**src/rtl/fetch_ctrl_pkg.sv**
```systemverilog
// ---------------------------------------------------------------------------
// fetch_ctrl_pkg
// Shared definitions for the instruction fetch controller:
//   - RESET_PC_DEFAULT : default first fetch address after reset
//   - fetch_state_t    : fetch FSM states
//   - ibus_req_t       : instruction bus request  (valid, addr)
//   - ibus_resp_t      : instruction bus response (addr_ok, data_ok, data)
//   - sat_inc64        : saturating 64-bit increment used by the counters
// ---------------------------------------------------------------------------
package fetch_ctrl_pkg;

  localparam logic [63:0] RESET_PC_DEFAULT = 64'h0000_0000_8000_0000;

  typedef enum logic [1:0] {
    IDLE    = 2'd0,
    FETCH   = 2'd1,
    DISCARD = 2'd2,
    HOLD    = 2'd3
  } fetch_state_t;

  typedef struct packed {
    logic        valid;
    logic [63:0] addr;
  } ibus_req_t;

  typedef struct packed {
    logic        addr_ok;
    logic        data_ok;
    logic [31:0] data;
  } ibus_resp_t;

  function automatic logic [63:0] sat_inc64(input logic [63:0] v);
    return (&v) ? v : v + 64'd1;
  endfunction

endpackage

```
**src/rtl/fetch_ctrl_if.sv**
```systemverilog
// ---------------------------------------------------------------------------
// fetch_ctrl_if
// Instruction bus between the fetch controller and the memory side.
//   ireq  : request  (valid, addr), driven by the master (fetch_ctrl)
//   iresp : response (addr_ok, data_ok, data), driven by the slave (memory)
// Modports: master (fetch side), slave (memory side).
// ---------------------------------------------------------------------------
interface fetch_ctrl_if;
  import fetch_ctrl_pkg::*;

  ibus_req_t  ireq;
  ibus_resp_t iresp;

  modport master (output ireq, input  iresp);
  modport slave  (input  ireq, output iresp);

endinterface

```
**src/rtl/fetch_perf.sv**
```systemverilog
// ---------------------------------------------------------------------------
// fetch_perf
// Saturating performance counters for the fetch controller.
//   clk, reset    : core clock, asynchronous active-low reset
//   i_inc_fetch   : one instruction captured into the fetch buffer
//   i_inc_wait    : one cycle spent waiting for data_ok
//   o_fetch_cnt   : instructions fetched (saturates at all-ones)
//   o_wait_cnt    : wait cycles (saturates at all-ones)
// Only instantiated when FETCH_PERF_EN is defined.
// ---------------------------------------------------------------------------
module fetch_perf
  import fetch_ctrl_pkg::*;
(
  input  logic        clk,
  input  logic        reset,
  input  logic        i_inc_fetch,
  input  logic        i_inc_wait,
  output logic [63:0] o_fetch_cnt,
  output logic [63:0] o_wait_cnt
);

  logic [63:0] r_fetch_cnt;
  logic [63:0] r_wait_cnt;

  always_ff @(posedge clk or negedge reset) begin
    if (!reset) begin
      r_fetch_cnt <= '0;
      r_wait_cnt  <= '0;
    end else begin
      if (i_inc_fetch) r_fetch_cnt <= sat_inc64(r_fetch_cnt);
      if (i_inc_wait)  r_wait_cnt  <= sat_inc64(r_wait_cnt);
    end
  end

  assign o_fetch_cnt = r_fetch_cnt;
  assign o_wait_cnt  = r_wait_cnt;

endmodule

```
**src/rtl/fetch_ctrl.sv**
```systemverilog
// ---------------------------------------------------------------------------
// fetch_ctrl
// Single-outstanding instruction fetch controller with a one-entry buffer.
//   clk            : core clock, rising edge
//   reset          : asynchronous active-low reset
//   ibus           : instruction bus (fetch_ctrl_if.master: ireq out, iresp in)
//   stall          : decode not ready, buffered instruction kept
//   redirect_valid : single-cycle redirect pulse from execute
//   redirect_pc    : redirect target (4-byte aligned)
//   f_valid        : f_pc/f_instr hold a valid instruction
//   f_pc, f_instr  : buffered instruction and its PC
//   perf_fetch_cnt, perf_wait_cnt : only present with FETCH_PERF_EN
// Optional feature macro: FETCH_PERF_EN (performance counters).
// ---------------------------------------------------------------------------
module fetch_ctrl
  import fetch_ctrl_pkg::*;
#(
  parameter logic [63:0] RESET_PC = RESET_PC_DEFAULT
) (
  input  logic        clk,
  input  logic        reset,
  fetch_ctrl_if.master ibus,
  input  logic        stall,
  input  logic        redirect_valid,
  input  logic [63:0] redirect_pc,
  output logic        f_valid,
  output logic [63:0] f_pc,
  output logic [31:0] f_instr
`ifdef FETCH_PERF_EN
  ,
  output logic [63:0] perf_fetch_cnt,
  output logic [63:0] perf_wait_cnt
`endif
);

  fetch_state_t r_state, w_state_nxt;
  logic [63:0]  r_pc, w_pc_nxt;
  // Address of the request on the bus; stays put in DISCARD while r_pc
  // already tracks the redirect target.
  logic [63:0]  r_addr, w_addr_nxt;
  logic [63:0]  r_buf_pc;
  logic [31:0]  r_buf_instr;
  logic         w_capture;
  logic         w_data_ok;
  logic         w_unused_addr_ok;

  assign w_data_ok = ibus.iresp.data_ok;
  // The request is held until data_ok, so addr_ok carries no extra meaning.
  assign w_unused_addr_ok = ibus.iresp.addr_ok;

  always_comb begin
    w_state_nxt = r_state;
    w_pc_nxt    = r_pc;
    w_addr_nxt  = r_addr;
    w_capture   = 1'b0;
    case (r_state)
      IDLE: begin
        w_state_nxt = FETCH;
        w_addr_nxt  = r_pc;
      end
      FETCH: begin
        if (w_data_ok) begin
          if (redirect_valid) begin
            // Response lands with a redirect: drop it and refetch at once.
            w_pc_nxt    = redirect_pc;
            w_addr_nxt  = redirect_pc;
            w_state_nxt = FETCH;
          end else begin
            w_capture   = 1'b1;
            w_state_nxt = HOLD;
          end
        end else if (redirect_valid) begin
          w_pc_nxt    = redirect_pc;
          w_state_nxt = DISCARD;
        end
      end
      DISCARD: begin
        if (redirect_valid) w_pc_nxt = redirect_pc;
        if (w_data_ok) begin
          w_state_nxt = FETCH;
          w_addr_nxt  = w_pc_nxt;
        end
      end
      HOLD: begin
        // Redirect wins over consume, regardless of stall.
        if (redirect_valid) begin
          w_pc_nxt    = redirect_pc;
          w_addr_nxt  = redirect_pc;
          w_state_nxt = FETCH;
        end else if (!stall) begin
          w_pc_nxt    = r_pc + 64'd4;
          w_addr_nxt  = r_pc + 64'd4;
          w_state_nxt = FETCH;
        end
      end
      default: w_state_nxt = IDLE;
    endcase
  end

  always_ff @(posedge clk or negedge reset) begin
    if (!reset) begin
      r_state     <= IDLE;
      r_pc        <= RESET_PC;
      r_addr      <= '0;
      r_buf_pc    <= '0;
      r_buf_instr <= '0;
    end else begin
      r_state <= w_state_nxt;
      r_pc    <= w_pc_nxt;
      r_addr  <= w_addr_nxt;
      if (w_capture) begin
        r_buf_pc    <= r_pc;
        r_buf_instr <= ibus.iresp.data;
      end
    end
  end

  assign ibus.ireq = '{valid: (r_state == FETCH) || (r_state == DISCARD),
                       addr:  r_addr};
  assign f_valid   = (r_state == HOLD);
  assign f_pc      = r_buf_pc;
  assign f_instr   = r_buf_instr;

`ifdef FETCH_PERF_EN
  logic w_wait;
  assign w_wait = ((r_state == FETCH) || (r_state == DISCARD)) && !w_data_ok;

  fetch_perf u_perf (
    .clk         (clk),
    .reset       (reset),
    .i_inc_fetch (w_capture),
    .i_inc_wait  (w_wait),
    .o_fetch_cnt (perf_fetch_cnt),
    .o_wait_cnt  (perf_wait_cnt)
  );
`endif

endmodule

```
**src/flat_wrapper.sv**
```systemverilog
// flat-port wrapper written by rule: the top's interface ports become plain ports
module fetch_ctrl_flat import fetch_ctrl_pkg::*;
#(
  parameter logic [63:0] RESET_PC = RESET_PC_DEFAULT
)
  (clk, reset, stall, redirect_valid, redirect_pc, f_valid, f_pc, f_instr, ibus_ireq, ibus_iresp);
  fetch_ctrl_if ibus_i ();
  input  logic clk;
  input  logic reset;
  input  logic stall;
  input  logic redirect_valid;
  input  logic [63:0] redirect_pc;
  output logic f_valid;
  output logic [63:0] f_pc;
  output logic [31:0] f_instr;
  output wire logic [$bits(ibus_i.ireq)-1:0] ibus_ireq;
  input wire logic [$bits(ibus_i.iresp)-1:0] ibus_iresp;
  assign ibus_ireq = ibus_i.ireq;
  assign ibus_i.iresp = ibus_iresp;
  fetch_ctrl #(.RESET_PC(RESET_PC)) u_core (.clk(clk), .reset(reset), .ibus(ibus_i), .stall(stall), .redirect_valid(redirect_valid), .redirect_pc(redirect_pc), .f_valid(f_valid), .f_pc(f_pc), .f_instr(f_instr));
endmodule
```
**config.mk**
```make
export PLATFORM = sky130hd
export DESIGN_NAME = fetch_ctrl_flat
export DESIGN_NICKNAME = d
export VERILOG_FILES = /design/src/rtl/fetch_ctrl_pkg.sv /design/src/rtl/fetch_ctrl_if.sv /design/src/rtl/fetch_perf.sv /design/src/rtl/fetch_ctrl.sv /design/src/flat_wrapper.sv
export SDC_FILE = /design/constraint.sdc
export NUM_CORES = 1
export LEC_CHECK = 0
export CAP_MARGIN = 30
export CORE_ASPECT_RATIO = 0.7
export CORE_UTILIZATION = 40
export CTS_CLUSTER_SIZE = 30
export DETAILED_ROUTE_END_ITERATION = 7
export GPL_ROUTABILITY_DRIVEN = 0
export PLACE_DENSITY_LB_ADDON = 0.2
export SLEW_MARGIN = 25
export SYNTH_ARGS = -nofsm -noshare
export SYNTH_HDL_FRONTEND = slang
export SYNTH_SLANG_ARGS = --single-unit
```
**constraint.sdc**
```tcl
create_clock -name clk -period 3.11 [get_ports clk]
set_input_delay 0.622 -clock clk [delete_from_list [all_inputs] [get_ports clk]]
set_output_delay 0.622 -clock clk [all_outputs]
set_load 0.01 [all_outputs]
```
==> run summary <==
chip height - 156 um
Core Area - 33500 um2
Mapped Cells - 1491
sequential cell area fraction in the yosys report - 0.415
FF+latch count, synth - 226
most common cell after layout, fill and taps aside - clkdlybuf4s50_1
first-pass GRT wire length - 81300 um
Synth top area share - 0.413
Max-slew headroom - 0.530
Setup Crit Path Kind - reg2out
WL per Instance - 24.6 um
Root Driver - clkbuf_16
Setup WS post-layout - 108 ps
period utilization - 0.965
EDFF count, synth - 0
Syn-to-layout area delta - 31.6%
Slew @ Worst Pin - 705 ps
total die area - 34800 um2
Max FO, Critical Path - 16
Req. time, crit path - 2490 ps
Overflow after GRT - 0
CTS clk-pin slew, worst paths - 70 ps
Layout Utilization - 0.535
clk_lat worst skew - 560 ps
CP Capture Type - output pin
die width - 223 um
top_reg_cell synth - dfrtp_1
Hold Path Class - in2async
Final Setup Violations - 0
post-CTS setup buffer count - 0
Setup Skew - 25.7 ps
YS warnings - 0
cts hold-fix bufs - 0
Fillers - 3107
1st-pass router iterations - 7
Max Slew Vio Count - 0
Power Total - 20400 uW
post-route minimum period - 3000 ps
Via density - 6.29
synth top area cells - dfrtp_1 41%, mux2_2 7.0%, a21oi_1 3.8%
maximum root-to-sink buffer count - 3
Synth Cell Area - 13600 um2
CTS tree - built
ys async rst share - 1.00
Fin. Hold Viols - 0
Routed Antenna Nets - 0
H-tree depth - 1
Syn Nets - 1598
Crit-path slowest cell - clkdlybuf4s50_1
Synth cell types - 80
CP arrival - 2380 ps
Worst R2R Start - u_core.r_pc[36]
Critical Path Source Type - register
Core Rows - 56
Inserted Clock Buffers - 25
post-CTS resize count - 0
Initial Util - 0.407
Power per Cell Area - 1140 nW/um2
layout cells sized above 1 - 0.163
drt total wl - 53700 um
area post-placement - 17100 um2
CP max stage delay - 590 ps
1st-iter DRT viols - 1729
via count - 13.7k
Peak Freq - 0.333 GHz
fin nets - 1838
Port Buffers - 262
# DRC - 0
unrepaired setup endpoints after global routing - false
Mean Syn Cell Area - 9.13 um2
Leak - 0.00717 uW
Setup WS pre-CTS - 338 ps
critical path launch point - u_core.r_state[1]
antenna violations before repair - 4
Clock Sinks - 226
Fin Setup TNS - 0 ps
post-DP HPWL - 39100 um
max cap viols - 0
vias in the first global route - 12.9k
maximum VDD drop - 0.000604 V
GRT Util Overall - 0.306
Finished Cell Area - 17900 um2
outcome - finished clean
I/O pin cnt - 264
leading area contributor after synthesis - dfrtp_1
largest net degree at the start of global routing - 79
most frequent cells in the layout - 260 x clkdlybuf4s50_1, 225 x dfrtp_1, 132 x nand2_1
Cell Chain, Critical Path - ha_2 -> buf_4 -> clkdlybuf4s50_1
## metal layers
metal	up-vias	track usage	wire length, um
met2	873	0.417	21700
met3	119	0.104	7220
li1	6047	-	-
met4	4	0.0916	1480
met5	-	0	27
met1	6693	0.451	23300
## Yosys cell counts, drive strengths merged, types with 4 or more instances
master,count
o221ai,9
clkbuf,97
nor3,34
nand4,43
a221o,8
inv,18
xnor2,18
a221oi,39
o31ai,7
nor4,15
and2,7
a31o,6
o311ai,4
and4,9
nand2,132
a22oi,33
a31oi,25
nand3,48
buf,63
o22ai,34
a41oi,5
nor2,88
nand2b,10
or3,28
ha,5
a211oi,5
xor2,18
a21oi,103
a21o,20
mux2,87
a222oi,4
mux2i,36
o21a,8
and3,25
o21ai,115
o211ai,15
dfrtp,225
## kinds of logic (layout without fill, tap and decap cells)
| family | count (synthesis) | count (layout) | share of synthesized area |
|---|---|---|---|
| adder cells (fa/ha/maj) | 5 | 5 | 0.00459 |
| flip-flops | 226 | 226 | 0.415 |
| AO/OA/AOI/OAI | 470 | 470 | 0.226 |
| XOR/XNOR | 36 | 36 | 0.0232 |
| AND/OR/NAND/NOR | 452 | 452 | 0.177 |
| multiplexers | 123 | 123 | 0.0984 |
| other | 0 | 3 | 0 |
| buffers and inverters | 179 | 435 | 0.0560 |
## registers in the layout, indices dropped and copies added, names as in the netlist
signal          flops
u_core.f_pc        64
u_core.r_addr      64
u_core.r_pc        64
u_core.f_instr     32
u_core.r_state      2
## stage by stage
stage          cells  hold WS [ps]
3_5_place_dp    2139           470
5_1_grt         2183           114
6_report        2185          48.6
4_1_cts         2182          83.7
2_1_floorplan   1491           326
3_3_place_gp    2139           466
## path summary, 6_finish.rpt
| kind | to | slack (ps) | depth (start not counted) |
|---|---|---|---|
| worst max-delay path | f_valid | 110 | 3 |
| worst min-delay path | u_core.f_instr[6] | 50 | 1 |
| worst max register to register | u_core.r_addr[44] | 180 | 8 |
| worst min register to register | u_core.f_pc[40] | 480 | 2 |
| max in group asynchronous | u_core.r_pc[41] | 2230 | 2 |
| min in group clk | u_core.f_pc[40] | 480 | 2 |
## layout make-up
cell class                 instances  area, um2  share of cell area
multi-input combinational       1086       7250               0.404
sequential                       226       5660               0.316
timing repair buffer             373       3540               0.198
clock buffer                      33        696              0.0388
tap                              435        544              0.0304
clock inverter                    10        163             0.00907
inverter                          19       71.3             0.00398
antenna                            3       7.51            0.000419
## power by group
part	internal (uW)	total, uW	switching (uW)	leakage, uW
registers	4440	5990	1550	0.00268
logic	5080	11200	6160	0.00408
clock network	1900	3200	1300	0.000415
## critical path: cells and delay by family (launching register included)
kind,cells,cell delay (ps)
buffers and inverters,2,890
adder cells (fa/ha/maj),1,480
flip-flops,1,440
No activity file was read; power rests on OpenSTA's default activity.
